--- src/rtl/type_decoder_pipe.sv ---
// type_decoder_pipe
//   Registered, flow-controlled RV32I opcode-class decoder with a 2-entry
//   skid buffer (output register + one skid slot). in_ready is a flop output,
//   so there is no combinational path from out_ready to in_ready.
//
//   Optional feature macro: TYPE_DECODER_PERF_EN
//     defined   : 11 saturating per-class counters on out_fire, perf_clr clears
//     undefined : perf_cnt tied to 0, perf_clr ignored
//
// Ports
//   clk        clock, rising edge
//   rst        asynchronous reset, active-low
//   in_valid   upstream instruction valid
//   in_ready   decoder can accept (= !skid_valid)
//   instr      instruction word
//   out_valid  decoded result valid
//   out_ready  downstream accepts
//   out_instr  instruction aligned with type_oh / illegal
//   type_oh    {system,fence,auipc,lui,jalr,jal,branch,store,load,i_type,r_type}
//   illegal    unrecognised opcode or instr[1:0] != 2'b11
//   perf_clr   synchronous clear of perf counters
//   perf_cnt   class k counter at [k*CNT_W +: CNT_W]

module type_decoder_pipe #(
   parameter int INSTR_W = 32,
   parameter int DEC_SYS = 0,
   parameter int CNT_W   = 16
) (
   input  logic                 clk,
   input  logic                 rst,
   input  logic                 in_valid,
   output logic                 in_ready,
   input  logic [INSTR_W-1:0]   instr,
   output logic                 out_valid,
   input  logic                 out_ready,
   output logic [INSTR_W-1:0]   out_instr,
   output logic [10:0]          type_oh,
   output logic                 illegal,
   input  logic                 perf_clr,
   output logic [11*CNT_W-1:0]  perf_cnt
);

   logic               skid_valid;
   logic [INSTR_W-1:0] skid_instr;
   logic [INSTR_W-1:0] sel_instr;
   logic [10:0]        dec_oh;
   logic               dec_ill;
   logic               in_fire;
   logic               out_fire;

   assign in_ready = !skid_valid;
   assign in_fire  = in_valid && in_ready;
   assign out_fire = out_valid && out_ready;

   // The skid slot always holds the older instruction, so it takes priority
   // when refilling the output register. in_fire cannot happen while it is full.
   assign sel_instr = skid_valid ? skid_instr : instr;

   always_comb begin
      dec_oh = '0;
      case (sel_instr[6:0])
         7'b0110011: dec_oh[0]  = 1'b1;
         7'b0010011: dec_oh[1]  = 1'b1;
         7'b0000011: dec_oh[2]  = 1'b1;
         7'b0100011: dec_oh[3]  = 1'b1;
         7'b1100011: dec_oh[4]  = 1'b1;
         7'b1101111: dec_oh[5]  = 1'b1;
         7'b1100111: dec_oh[6]  = 1'b1;
         7'b0110111: dec_oh[7]  = 1'b1;
         7'b0010111: dec_oh[8]  = 1'b1;
         7'b0001111: dec_oh[9]  = (DEC_SYS != 0);
         7'b1110011: dec_oh[10] = (DEC_SYS != 0);
         default:    dec_oh     = '0;
      endcase
      if (sel_instr[1:0] != 2'b11) begin
         dec_oh = '0;
      end
      dec_ill = (dec_oh == '0);
   end

   always_ff @(posedge clk or negedge rst) begin
      if (!rst) begin
         out_valid  <= 1'b0;
         out_instr  <= '0;
         type_oh    <= '0;
         illegal    <= 1'b0;
         skid_valid <= 1'b0;
         skid_instr <= '0;
      end else begin
         if (!out_valid || out_fire) begin
            if (skid_valid || in_fire) begin
               out_valid <= 1'b1;
               out_instr <= sel_instr;
               type_oh   <= dec_oh;
               illegal   <= dec_ill;
            end else begin
               out_valid <= 1'b0;
            end
            skid_valid <= 1'b0;
         end else if (in_fire) begin
            skid_valid <= 1'b1;
            skid_instr <= instr;
         end
      end
   end

`ifdef TYPE_DECODER_PERF_EN
   logic [CNT_W-1:0] cnt [11];

   always_ff @(posedge clk or negedge rst) begin
      if (!rst) begin
         for (int k = 0; k < 11; k++) cnt[k] <= '0;
      end else begin
         for (int k = 0; k < 11; k++) begin
            if (perf_clr) begin
               cnt[k] <= '0;
            end else if (out_fire && type_oh[k] && (cnt[k] != '1)) begin
               cnt[k] <= cnt[k] + CNT_W'(1);
            end
         end
      end
   end

   always_comb begin
      perf_cnt = '0;
      for (int k = 0; k < 11; k++) perf_cnt[k*CNT_W +: CNT_W] = cnt[k];
   end
`else
   logic unused_perf_clr;
   assign unused_perf_clr = perf_clr;
   assign perf_cnt        = '0;
`endif

endmodule
--- config.mk ---
export PLATFORM = sky130hd
export DESIGN_NAME = type_decoder_pipe
export DESIGN_NICKNAME = d
export VERILOG_FILES = /design/src/rtl/type_decoder_pipe.sv
export SDC_FILE = /design/constraint.sdc
export NUM_CORES = 1
export LEC_CHECK = 0
export CORE_MARGIN = 4
export CORE_UTILIZATION = 43
export CTS_BUF_LIST = sky130_fd_sc_hd__clkbuf_4 sky130_fd_sc_hd__clkbuf_8
export DETAILED_ROUTE_END_ITERATION = 12
export PLACE_DENSITY = 0.88
export RECOVER_POWER = 50
export SKIP_CTS_REPAIR_TIMING = 1
export SLEW_MARGIN = 15
export SYNTH_ARGS = -nofsm -noshare
export SYNTH_HDL_FRONTEND = slang
export SYNTH_SLANG_ARGS = --single-unit
--- constraint.sdc ---
create_clock -name clk -period 5.5 [get_ports clk]
set_clock_uncertainty 0.2 [all_clocks]
set_input_delay 0.825 -clock clk [delete_from_list [all_inputs] [get_ports clk]]
set_output_delay 0.825 -clock clk [all_outputs]
set_load 0.01 [all_outputs]
; ---- After elaboration in Yosys (flattened, before gate mapping)
; Cells that the tools add are included.
[word_totals]
in_bits = 37
out_inout_bits = 222
regBits = 78
[op_classes]
bitwise = 1
eq_ne = 10
n_mux = 14
reduce_logical = 10
[op_table]
columns = op, n
row1 = two-way mux 32 bit, 1
row2 = "== test 7 x 6 -> 1 bit, second input constant", 3
row3 = "== test 7 bit, second input constant", 3
row4 = "== test 7 x 5 -> 1 bit, second input constant", 2
row5 = two-way mux 1 bit, 12
row6 = zero test 11 bit, 1
row7 = two-way mux 9 bit, 1
row8 = "== test 7 x 2 -> 1 bit, second input constant", 1
row9 = AND reduction 2 bit, 2
row10 = logical AND 1 bit, 2
row11 = zero test 1 bit, 2
row12 = logical OR 1 bit, 2
row13 = "inequality test 2 bit, second input constant", 1
row14 = nonzero test 2 bit, 1
row15 = inverter 1 bit, 1

; ---- Depth between registers and ports, before layout
; Gate-level depths: netlist of run 1.
[logic_depth]
word_depth = 5
ltp_mapped = 6
mapped_depth_nobuf = 4

; ---- Least setup slack after synthesis of run 1
; Ideal clock, no wire load.
[synth_path]
path_type = input to register
start = in out_ready
end = reg skid_instr[10]
path_buffers = 1
setup_time_ns = 0.125
cell_stages = 4
setup_slack_ns = 3.204
arrival_ns = 1.972
required_time_ns = 5.175
path_cell_list = or2b_2 > nor3b_4 > buf_6 > mux2_2
[synth_via]
elab_chain_len = 4
[synth_rtl]
columns = element, line
row1 = start: declaration, 35  ; input logic out_ready,
row2 = logical AND 1 bit, 53  ; assign out_fire = out_valid && out_ready;
row3 = logical OR 1 bit, 90  ; if (!out_valid || out_fire) begin
row4 = inverter 1 bit (no source line), --
row5 = AND reduction 2 bit (no source line), --
row6 = end signal: assignment, 102  ; skid_instr <= instr;
row7 = end: declaration, 44  ; logic [INSTR_W-1:0] skid_instr;
; No other way between the ends.
; A chain may end at the register's enable or synchronous reset.

; ---- Worst setup path after layout of run 1
[layout_path]
start = reg skid_valid
end = out in_ready
[layout_via]
elab_chain_len = 1
[layout_rtl]
columns = element, line
row1 = start: declaration, 43  ; logic skid_valid;
row2 = start signal: assignment, 87  ; skid_valid <= 1'b0;
row3 = start signal: assignment, 99  ; skid_valid <= 1'b0;
row4 = start signal: assignment, 101  ; skid_valid <= 1'b1;
row5 = zero test 1 bit, 51  ; assign in_ready = !skid_valid;
row6 = end: declaration, 32  ; output logic in_ready,
; No other way between the ends.

==> results of run 1 <==
-- path summary, 6_finish.rpt --
kind / startpoint / to / slack [ns] / cells after the start
max: skid_valid / in_ready / 2.52 / 3
max reg2reg: skid_valid / illegal / 2.85 / 5
min in group asynchronous: rst / out_instr[9] / 0.80 / 1
max in group asynchronous: rst / skid_valid / 3.08 / 1
min reg2reg: out_instr[29] / out_instr[29] / 0.28 / 2
min: out_instr[29] / out_instr[29] / 0.28 / 2
-- report_power, final --
group	internal, mW	switching (mW)	leakage, nW	total (mW)
combinational	0.193	0.213	1.36	0.406
sequential	0.665	0.0588	0.929	0.724
clock	0.314	0.214	0.122	0.528
-- cell usage after synthesis --
| cell | count | area (um2) |
|---|---|---|
| nand2b_1 | 1 | 6.26 |
| mux2_2 | 31 | 349 |
| conb_1 | 1 | 3.75 |
| xnor2_1 | 1 | 8.76 |
| a221oi_1 | 1 | 8.76 |
| o22ai_1 | 1 | 6.26 |
| nand2_1 | 37 | 139 |
| a2111oi_4 | 1 | 27.5 |
| nor2b_1 | 2 | 12.5 |
| o21ai_0 | 36 | 180 |
| a21o_1 | 1 | 7.51 |
| a21oi_1 | 1 | 5.00 |
| nand3b_1 | 1 | 7.51 |
| a22o_1 | 4 | 35.0 |
| and3_1 | 1 | 6.26 |
| nand3_1 | 2 | 10.0 |
| mux2i_2 | 1 | 13.8 |
| clkbuf_1 | 2 | 7.51 |
| nor2_1 | 7 | 26.3 |
| or2b_2 | 1 | 8.76 |
| and4b_1 | 1 | 10.0 |
| and4bb_2 | 1 | 12.5 |
| mux2_1 | 3 | 33.8 |
| or3b_1 | 1 | 8.76 |
| buf_6 | 5 | 56.3 |
| nor3b_4 | 1 | 18.8 |
| mux2i_1 | 31 | 310 |
| or3_1 | 1 | 6.26 |
| dfrtp_1 | 76 | 1900 |
| o31ai_1 | 4 | 30.0 |
| buf_4 | 181 | 1360 |
| buf_2 | 6 | 30.0 |
| inv_1 | 1 | 3.75 |
| o21bai_1 | 1 | 7.51 |
-- cells in the final DEF, fill, tap and decap left out, types with 3 or more instances in the layout --
master and n:
conb_1 178, dfrtp_1 75, clkdlybuf4s50_1 67, nand2_1 37, o21ai_0 35, mux2i_1 31, mux2_2 31, dlygate4sd3_1 11
clkbuf_8 10, nor2_1 7, o31ai_1 4, a22o_1 4, mux2_1 3, bufinv_16 3, buf_4 3
-- per-stage QoR --
stage | hold slack, ns | worst slack [ns] | utilization, % | power (mW) | instances
3_5_place_dp | 0.270 | 2.37 | 46.7 | 1.15 | 647
2_1_floorplan | 0.277 | 3.20 | - | 1.06 | 623
4_1_cts | 0.289 | 2.47 | 49.1 | 1.68 | 663
3_3_place_gp | 0.262 | 2.45 | 46.7 | 1.13 | 647
5_1_grt | 0.311 | 2.42 | 49.1 | 1.75 | 663
6_report | 0.275 | 2.52 | 49.1 | 1.66 | 663
-- registers in the layout, summed over array words and instances, names as in the netlist --
register and count:
skid_instr 32, out_valid 1, type_oh 9, illegal 1
out_instr 32, skid_valid 1
-- per-layer routing --
layer / GRT usage, % / up-vias
met5: 0 / -
met4: 6.57 / 0
met3: 3.77 / 14
met2: 23.9 / 143
met1: 15.4 / 1375
li1: - / 1278
-- layout make-up --
| class | instances | area, um2 | share of cell area [%] |
|---|---|---|---|
| multi-input cells | 352 | 1980 | 38.7 |
| flip-flops and latches | 76 | 1900 | 37.2 |
| repair buffers | 82 | 808 | 15.8 |
| well taps | 136 | 170 | 3.33 |
| clock buffers | 10 | 138 | 2.69 |
| clock inverters | 6 | 111 | 2.18 |
| inverters | 1 | 3.75 | 0.0735 |
-- logic make-up (layout without fill, tap and decap cells) --
| kind of cell | after synthesis | count (layout) | synth area share, % |
|---|---|---|---|
| XOR/XNOR | 1 | 1 | 0.188 |
| AND/OR/NAND/NOR | 57 | 57 | 5.86 |
| multiplexers | 66 | 66 | 15.2 |
| flip-flops | 76 | 76 | 40.8 |
| other | 1 | 178 | 0.0805 |
| buffers and inverters | 195 | 99 | 31.3 |
| AO/OA/AOI/OAI | 50 | 50 | 6.61 |
-- worst max-delay path, stage by stage (launching register included) --
cell and delay [ns]:
dfrtp_2 0.35, buf_4 0.58, inv_1 0.15, clkdlybuf4s50_1 0.53
==> summary.txt, run 1 <==
final WL = 8.98 mm
Setup TNS = 0 ns
Mapped Cells = 446
wire per inst = 13.5 um
num rows = 37
Post-route DRC = 0
WL met1 = 3.26 mm
DP Area = 4860 um2
layout net count = 559
total number of vias = 2810
fraction of final layout cells sized beyond drive strength 1 = 11.0%
critical path class = reg -> out
largest net degree at the start of global routing = 77
clock sinks = 76
quantity of I/O buffers inserted on ports = 79
CP Capture Type = primary output
clock-pin slew on the worst setup and hold paths = 0.09 ns
Global Route Usage Sum = 13.7%
DR WL met2 = 4.76 mm
gr ovfl total = 0
failing checks = capacitance limit, slew limit
Seq cells post-synth = 76
Avg Inst Size Synth = 10.4 um2
Num CTS Buffers = 9
Max Cap Violations = 1
final setup violation count = 0
worst slew pin tran = 1.90 ns
peak supply drop = 0.000184 V
Starting Density = 44.7%
top routing layer used = met4
number of H-tree levels = 3
die width = 112 um
antenna-violating nets left = 0
vias in the first global route = 2768
Met3 Wirelength = 798 um
final worst-path cycle share = 54.2%
Root Buffer = clkbuf_8
worst-path maximum fanout = 44
Routability Congestion = 0.760
vias per cell = 4.24
fin crit period = 2.98 ns
initial antenna violation count = 0
Iteration-0 DRC Markers = 150
Pwr Density = 325 nW/um2
IO Count = 259
Hold Crit Class = reg -> reg
clock tree buffer depth = 2
die area = 12600 um2
antenna diode count = 0
fin area = 5110 um2
Worst EP arrival = 1.96 ns
CP Launch Type = flop
register area share after synthesis = 40.8%
FMAX = 0.335 GHz
Yosys cell types = 34
Synth warnings = 0
detailed placement HPWL = 6.60 mm
die height = 112 um
outcome = complete, but fails checks
Critical Path RT = 4.47 ns
TritonCTS clock tree = built
leakage = 2.41 nW
Slew headroom = -26.5%
RSZ-0062 raised after global routing = no
Clock Latency Late Sink = 0.35 ns
Fin. Hold Viols = 0
drt pass-1 iters = 4
mapped cell area = 4660 um2
fill cell count = 895
P&R area growth vs syn = 9.70%
fin. max-slew vios = 77
first-pass GRT wire length = 13.9 mm
Core Box Area = 10400 um2
Note: power is estimated with default switching activity, not from simulation.
==> run 2: changes to the inputs <==
Settings changed: CORE_UTILIZATION 43 to 36, PLACE_DENSITY 0.88 to 0.79.
Clock period 5.5 ns to 2.6 ns, I/O delays scaled along.
==> run 2 against run 1 <==
- the flow now finishes without violations
- final cell count up 6.3%
- worst hold slack better by 0.00063 ns
- core utilization down 8.2 points
- register-to-register slack worse by 2.4 ns
- critical endpoint unchanged
- highest routed layer unchanged
==> summary.txt, run 2 (synthesis gave the netlist of run 1 again) <==
critical path class = reg -> out
peak supply drop = 0.000350 V (+90%)
gr ovfl total = 0 (unchanged)
RSZ-0062 raised after global routing = no
fill cell count = 1250 (+40%)
R2R Setup Slk = 0.44 ns (-2.41 ns)
outcome = finished clean
Post-Place Cells = 688 (+6.3%)
worst slew pin tran = 1.09 ns (-0.808 ns)
antenna-violating nets left = 0 (unchanged)
layout net count = 565 (+1.1%)
commonest non-fill, non-tap cell in the layout = conb_1
Sw Pwr = 1.02 mW (+110%)
Max stage delay on crit path = 0.60 ns (+0.02 ns)
Clk pwr share = 25.9% (-6.0 points)
Largest regs = out_instr (32), skid_instr (32), type_oh (9)
Core Box Area = 12600 um2 (+21%)
final worst-path cycle share = 93.9%
Routability Congestion = 0.724 (-4.7%)
number of H-tree levels = 3 (unchanged)
flip-flop and latch area = 1910 um2 (+0.13%)
detailed placement HPWL = 6.61 mm (+0.25%)
Num CTS Buffers = 9 (unchanged)
fraction of final layout cells sized beyond drive strength 1 = 11.6% (+0.63 points)
Final WS setup = 0.159 ns (-2.36 ns)
antenna diode count = 0 (unchanged)
largest net degree at the start of global routing = 44 (-43%)
CP Capture Type = primary output
IO Count = 259 (unchanged)
Max Cap Violations = 0 (-1)
Iteration-0 DRC Markers = 100 (-33%)
vias per cell = 3.85 (-9.2%)
fin crit period = 2.44 ns
clock tree buffer depth = 2 (unchanged)
final WL = 8.85 mm (-1.4%)
area of the multi-input gates = 1980 um2 (unchanged)
Starting Density = 36.9% (-7.8 points)
first-pass GRT wire length = 13.1 mm (-5.5%)
die width = 122 um (+8.6%)
Crit path buffers/inverters = 3 (unchanged)
initial antenna violation count = 0 (unchanged)
Setup TNS = 0 ns (unchanged)
quantity of I/O buffers inserted on ports = 79 (unchanged)
Clock Latency Late Sink = 0.35 ns (about the same)
Fin. Hold Viols = 0 (unchanged)
worst-path maximum fanout = 17 (-61%)
TritonCTS clock tree = built
Core Util, Final = 40.8% (-8.2 points)
P&R area growth vs syn = 10.6%
fin cells = 705 (+6.3%)
final setup violation count = 0 (unchanged)
Critical-path top delay cell = dfrtp_4
vias in the first global route = 2528 (-8.7%)
Post-route DRC = 0 (unchanged)
Pwr Density = 624 nW/um2 (+92%)
Worst EP arrival = 1.85 ns (-0.11 ns)
wire per inst = 12.6 um (-7.3%)
Net Sw Frac = 31.9% (+2.5 points)
clock sinks = 76 (unchanged)
die area = 14800 um2 (+18%)
DP Worst Slack = 0.239 ns (-2.13 ns)
Reg power frac = 47.7% (+4.1 points)
worst hold slack = 0.276 ns (+0.000628 ns)
worst-path cell chain = buf_4 -> inv_1 -> clkdlybuf4s50_1
clock-pin slew on the worst setup and hold paths = 0.08 ns (about the same)
total number of vias = 2712 (-3.5%)
num rows = 41 (+11%)
delay-heaviest family, CP = buffers and inverters
internal power = 2.19 mW (+87%)
Hold Crit Class = reg -> reg
Global Route Usage Sum = 11.6% (-2.1 points)
fin. max-slew vios = 0 (-100%)
Slew headroom = 27.4% (+54 points)
leakage = 2.43 nW (+0.45%)
Critical Path RT = 2.01 ns (-2.46 ns)
combinational power share = 26.4% (+1.9 points)
Root Buffer = clkbuf_8
drt pass-1 iters = 4 (unchanged)
most frequent cells in the layout = conb_1 (178), dfrtp_1 (75), clkdlybuf4s50_1 (59)
FMAX = 0.410 GHz
CP Launch Type = flop
die height = 122 um (+8.6%)
==> run 2: cell count changes in the layout (fill, tap and decap cells not counted), sizes merged <==
cell and delta:
clkbuf +2, bufinv -3, clkinv +3, clkdlybuf4s50 -8, dlygate4sd3 +9, buf +3
==> run 2: area by class of cell <==
type                            count  share of cell area [%]
Clock inverter                      6                   0.777
Timing Repair Buffer               88                    17.0
Sequential cell                    76                    37.0
Multi-Input combinational cell    352                    38.3
Inverter                            1                  0.0729
Clock buffer                       10                    2.67
Tap cell                          172                    4.18
==> run 2: final timing paths <==
path	start	endpoint	cells after the start
hold / removal	out_instr[7]	out_instr[7]	2
setup reg to reg	skid_valid	illegal	4
min in group asynchronous	rst	out_instr[15]	2
max in group asynchronous	rst	out_instr[26]	3
setup / recovery	skid_valid	in_ready	3
hold reg to reg	out_instr[7]	out_instr[7]	2
==> run 2: tightest hold or removal path, stage by stage, from the launching register on <==
cell     delay, ns
dfrtp_1       0.34
nand2_1       0.04
o21ai_0       0.06
==> run 2: layer usage <==
layer / share of wire, % / vias to the layer above / global-route usage (%)
met2: 48 / 140 / 18.5
li1: - / 1286 / -
met4: 1.5 / 0 / 5.04
met5: 0 / - / 0
met1: 41 / 1275 / 14.4
met3: 9.5 / 11 / 3.76
==> run 2: metrics by stage <==
| step | total power [mW] | cell area, um2 |
|---|---|---|
| detailed placement | 2.44 | 4980 |
| finish | 3.21 | 5150 |
| floorplan | 2.23 | 5320 |
| global route | 3.44 | 5150 |
| CTS | 3.30 | 5160 |
| global placement | 2.41 | 4980 |
==> run 2: power groups by stage <==
| stage | Clock, mW | Sequential (mW) | Combinational, mW |
|---|---|---|---|
| after global routing | 0.933 | 1.57 | 0.942 |
| after global placement | 0 | 1.55 | 0.863 |
| after floorplan | 0 | 1.58 | 0.652 |
| after detailed placement | 0 | 1.56 | 0.880 |
| final | 0.831 | 1.53 | 0.849 |
| after CTS | 0.886 | 1.54 | 0.880 |
==> run 3: changes to the inputs <==
Settings changed: PLACE_DENSITY 0.79 to unset, PLACE_DENSITY_LB_ADDON set to 0.12.
==> run 3 against run 2 <==
- design area increased by 1.0%
- setup slack improved by 0.28 ns
- critical path depth down 1
- die area stayed put
- maximum frequency is 13% higher
- wire length is 1.8% higher
- core utilization rose by 0.42 points
- critical endpoint unchanged
- largest cell class unchanged
- largest power group unchanged
==> summary.txt, run 3 (synthesis gave the netlist of run 1 again) <==
outcome = finished clean
Slew headroom = 12.6% (-15 points)
initial antenna violation count = 0 (unchanged)
leakage = 2.47 nW (+1.7%)
die width = 122 um (unchanged)
largest net degree at the start of global routing = 54 (+23%)
Core Box Area = 12600 um2 (unchanged)
Critical Path RT = 2.01 ns (about the same)
Max Cap Violations = 0 (unchanged)
Post-Place Cells = 691 (+0.44%)
Starting Density = 36.9% (unchanged)
wire per inst = 12.7 um (+1.4%)
Num CTS Buffers = 9 (unchanged)
DP Area = 4980 um2 (about the same)
Clock Latency Late Sink = 0.35 ns (about the same)
Post-route DRC = 0 (unchanged)
Iteration-0 DRC Markers = 59 (-41%)
num rows = 41 (unchanged)
commonest non-fill, non-tap cell in the layout = conb_1
Max stage delay on crit path = 0.55 ns (-0.05 ns)
fraction of final layout cells sized beyond drive strength 1 = 12.3% (+0.68 points)
critical path class = reg -> out
final worst-path cycle share = 83.3% (-11 points)
Setup TNS = 0 ns (unchanged)
clock-pin slew on the worst setup and hold paths = 0.08 ns (about the same)
P&R area growth vs syn = 11.7%
most frequent cells in the layout = conb_1 (178), dfrtp_1 (75), clkdlybuf4s50_1 (60)
final WL = 9.02 mm (+1.8%)
peak supply drop = 0.000270 V (-23%)
quantity of I/O buffers inserted on ports = 79 (unchanged)
IO Count = 259 (unchanged)
antenna diode count = 0 (unchanged)
Crit path buffers/inverters = 2 (-1)
die area = 14800 um2 (unchanged)
R2R Setup Slk = 0.52 ns (+0.08 ns)
gr ovfl total = 0 (unchanged)
TritonCTS clock tree = built
Critical-path top delay cell = clkdlybuf4s50_1
drt pass-1 iters = 4 (unchanged)
die height = 122 um (unchanged)
layout net count = 568 (+0.53%)
total number of vias = 2703 (-0.33%)
fin. max-slew vios = 0 (unchanged)
Worst EP arrival = 1.58 ns (-0.27 ns)
Largest regs = out_instr (32), skid_instr (32), type_oh (9)
worst-path cell chain = inv_1 -> clkdlybuf4s50_1
worst slew pin tran = 1.31 ns (+0.221 ns)
detailed placement HPWL = 6.84 mm (+3.4%)
fin cells = 708 (+0.43%)
FMAX = 0.462 GHz (+13%)
delay-heaviest family, CP = buffers and inverters
fin area = 5200 um2 (+1.0%)
Routability Congestion = 0.734 (+1.3%)
antenna-violating nets left = 0 (unchanged)
clock tree buffer depth = 2 (unchanged)
clock sinks = 76 (unchanged)
CP Capture Type = primary output
fin crit period = 2.17 ns (-0.276 ns)
final setup violation count = 0 (unchanged)
Fin. Hold Viols = 0 (unchanged)
number of H-tree levels = 3 (unchanged)
vias in the first global route = 2545 (+0.67%)
worst-path maximum fanout = 13 (-4)
CP Launch Type = flop
Pwr Density = 649 nW/um2 (+4.1%)
first-pass GRT wire length = 13.6 mm (+3.2%)
Global Route Usage Sum = 11.7% (+0.16 points)
Hold Crit Class = reg -> reg
Root Buffer = clkbuf_8
RSZ-0062 raised after global routing = no
vias per cell = 3.82 (-0.75%)
## run 3: power by group
group	switching, mW	total (mW)	leakage, nW	internal [mW]
logic	0.443	0.863	1.43	0.420
clock network	0.433	0.981	0.112	0.547
registers	0.129	1.54	0.929	1.41
## run 3: worst paths after layout
path                         startpoint        endpoint  depth (start not counted)
min                        out_instr[8]    out_instr[8]                          2
max                          skid_valid        in_ready                          2
max reg2reg                  skid_valid         illegal                          5
min reg2reg                out_instr[8]    out_instr[8]                          2
max in group asynchronous           rst      type_oh[4]                          3
min in group asynchronous           rst  skid_instr[17]                          2
## run 3: worst min-delay path: cells and delay by family (launching register included)
kind / cells / cell delay, ns
AO/OA/AOI/OAI: 1 / 0.06
AND/OR/NAND/NOR: 1 / 0.05
flip-flops: 1 / 0.34
## run 3: layout make-up
class | instances | area, um2
clock buffer | 13 | 179
clock inverter | 3 | 42.5
sequential | 76 | 1900
multi-input combinational | 352 | 1980
timing repair buffer | 91 | 886
fill | 1220 | 7410
tap | 172 | 215
inverter | 1 | 3.75
## run 3: routing by layer
metal	up-vias	track usage, %	wire length [um]
met5	-	0	0
met3	12	4.64	963
li1	1290	-	-
met2	133	18.6	4360
met4	0	4.69	142
met1	1268	14.4	3550
## run 3: stage by stage
stage	total power, mW	hold WS [ns]	worst slack [ns]	utilization [%]
after floorplan	2.23	-0.106	0.738	-
after global placement	2.43	0.263	0.252	39.5
after detailed placement	2.45	0.274	0.211	39.5
after CTS	3.45	-0.104	0.403	41.2
after global routing	3.60	0.308	0.224	41.2
final	3.38	0.281	0.435	41.2
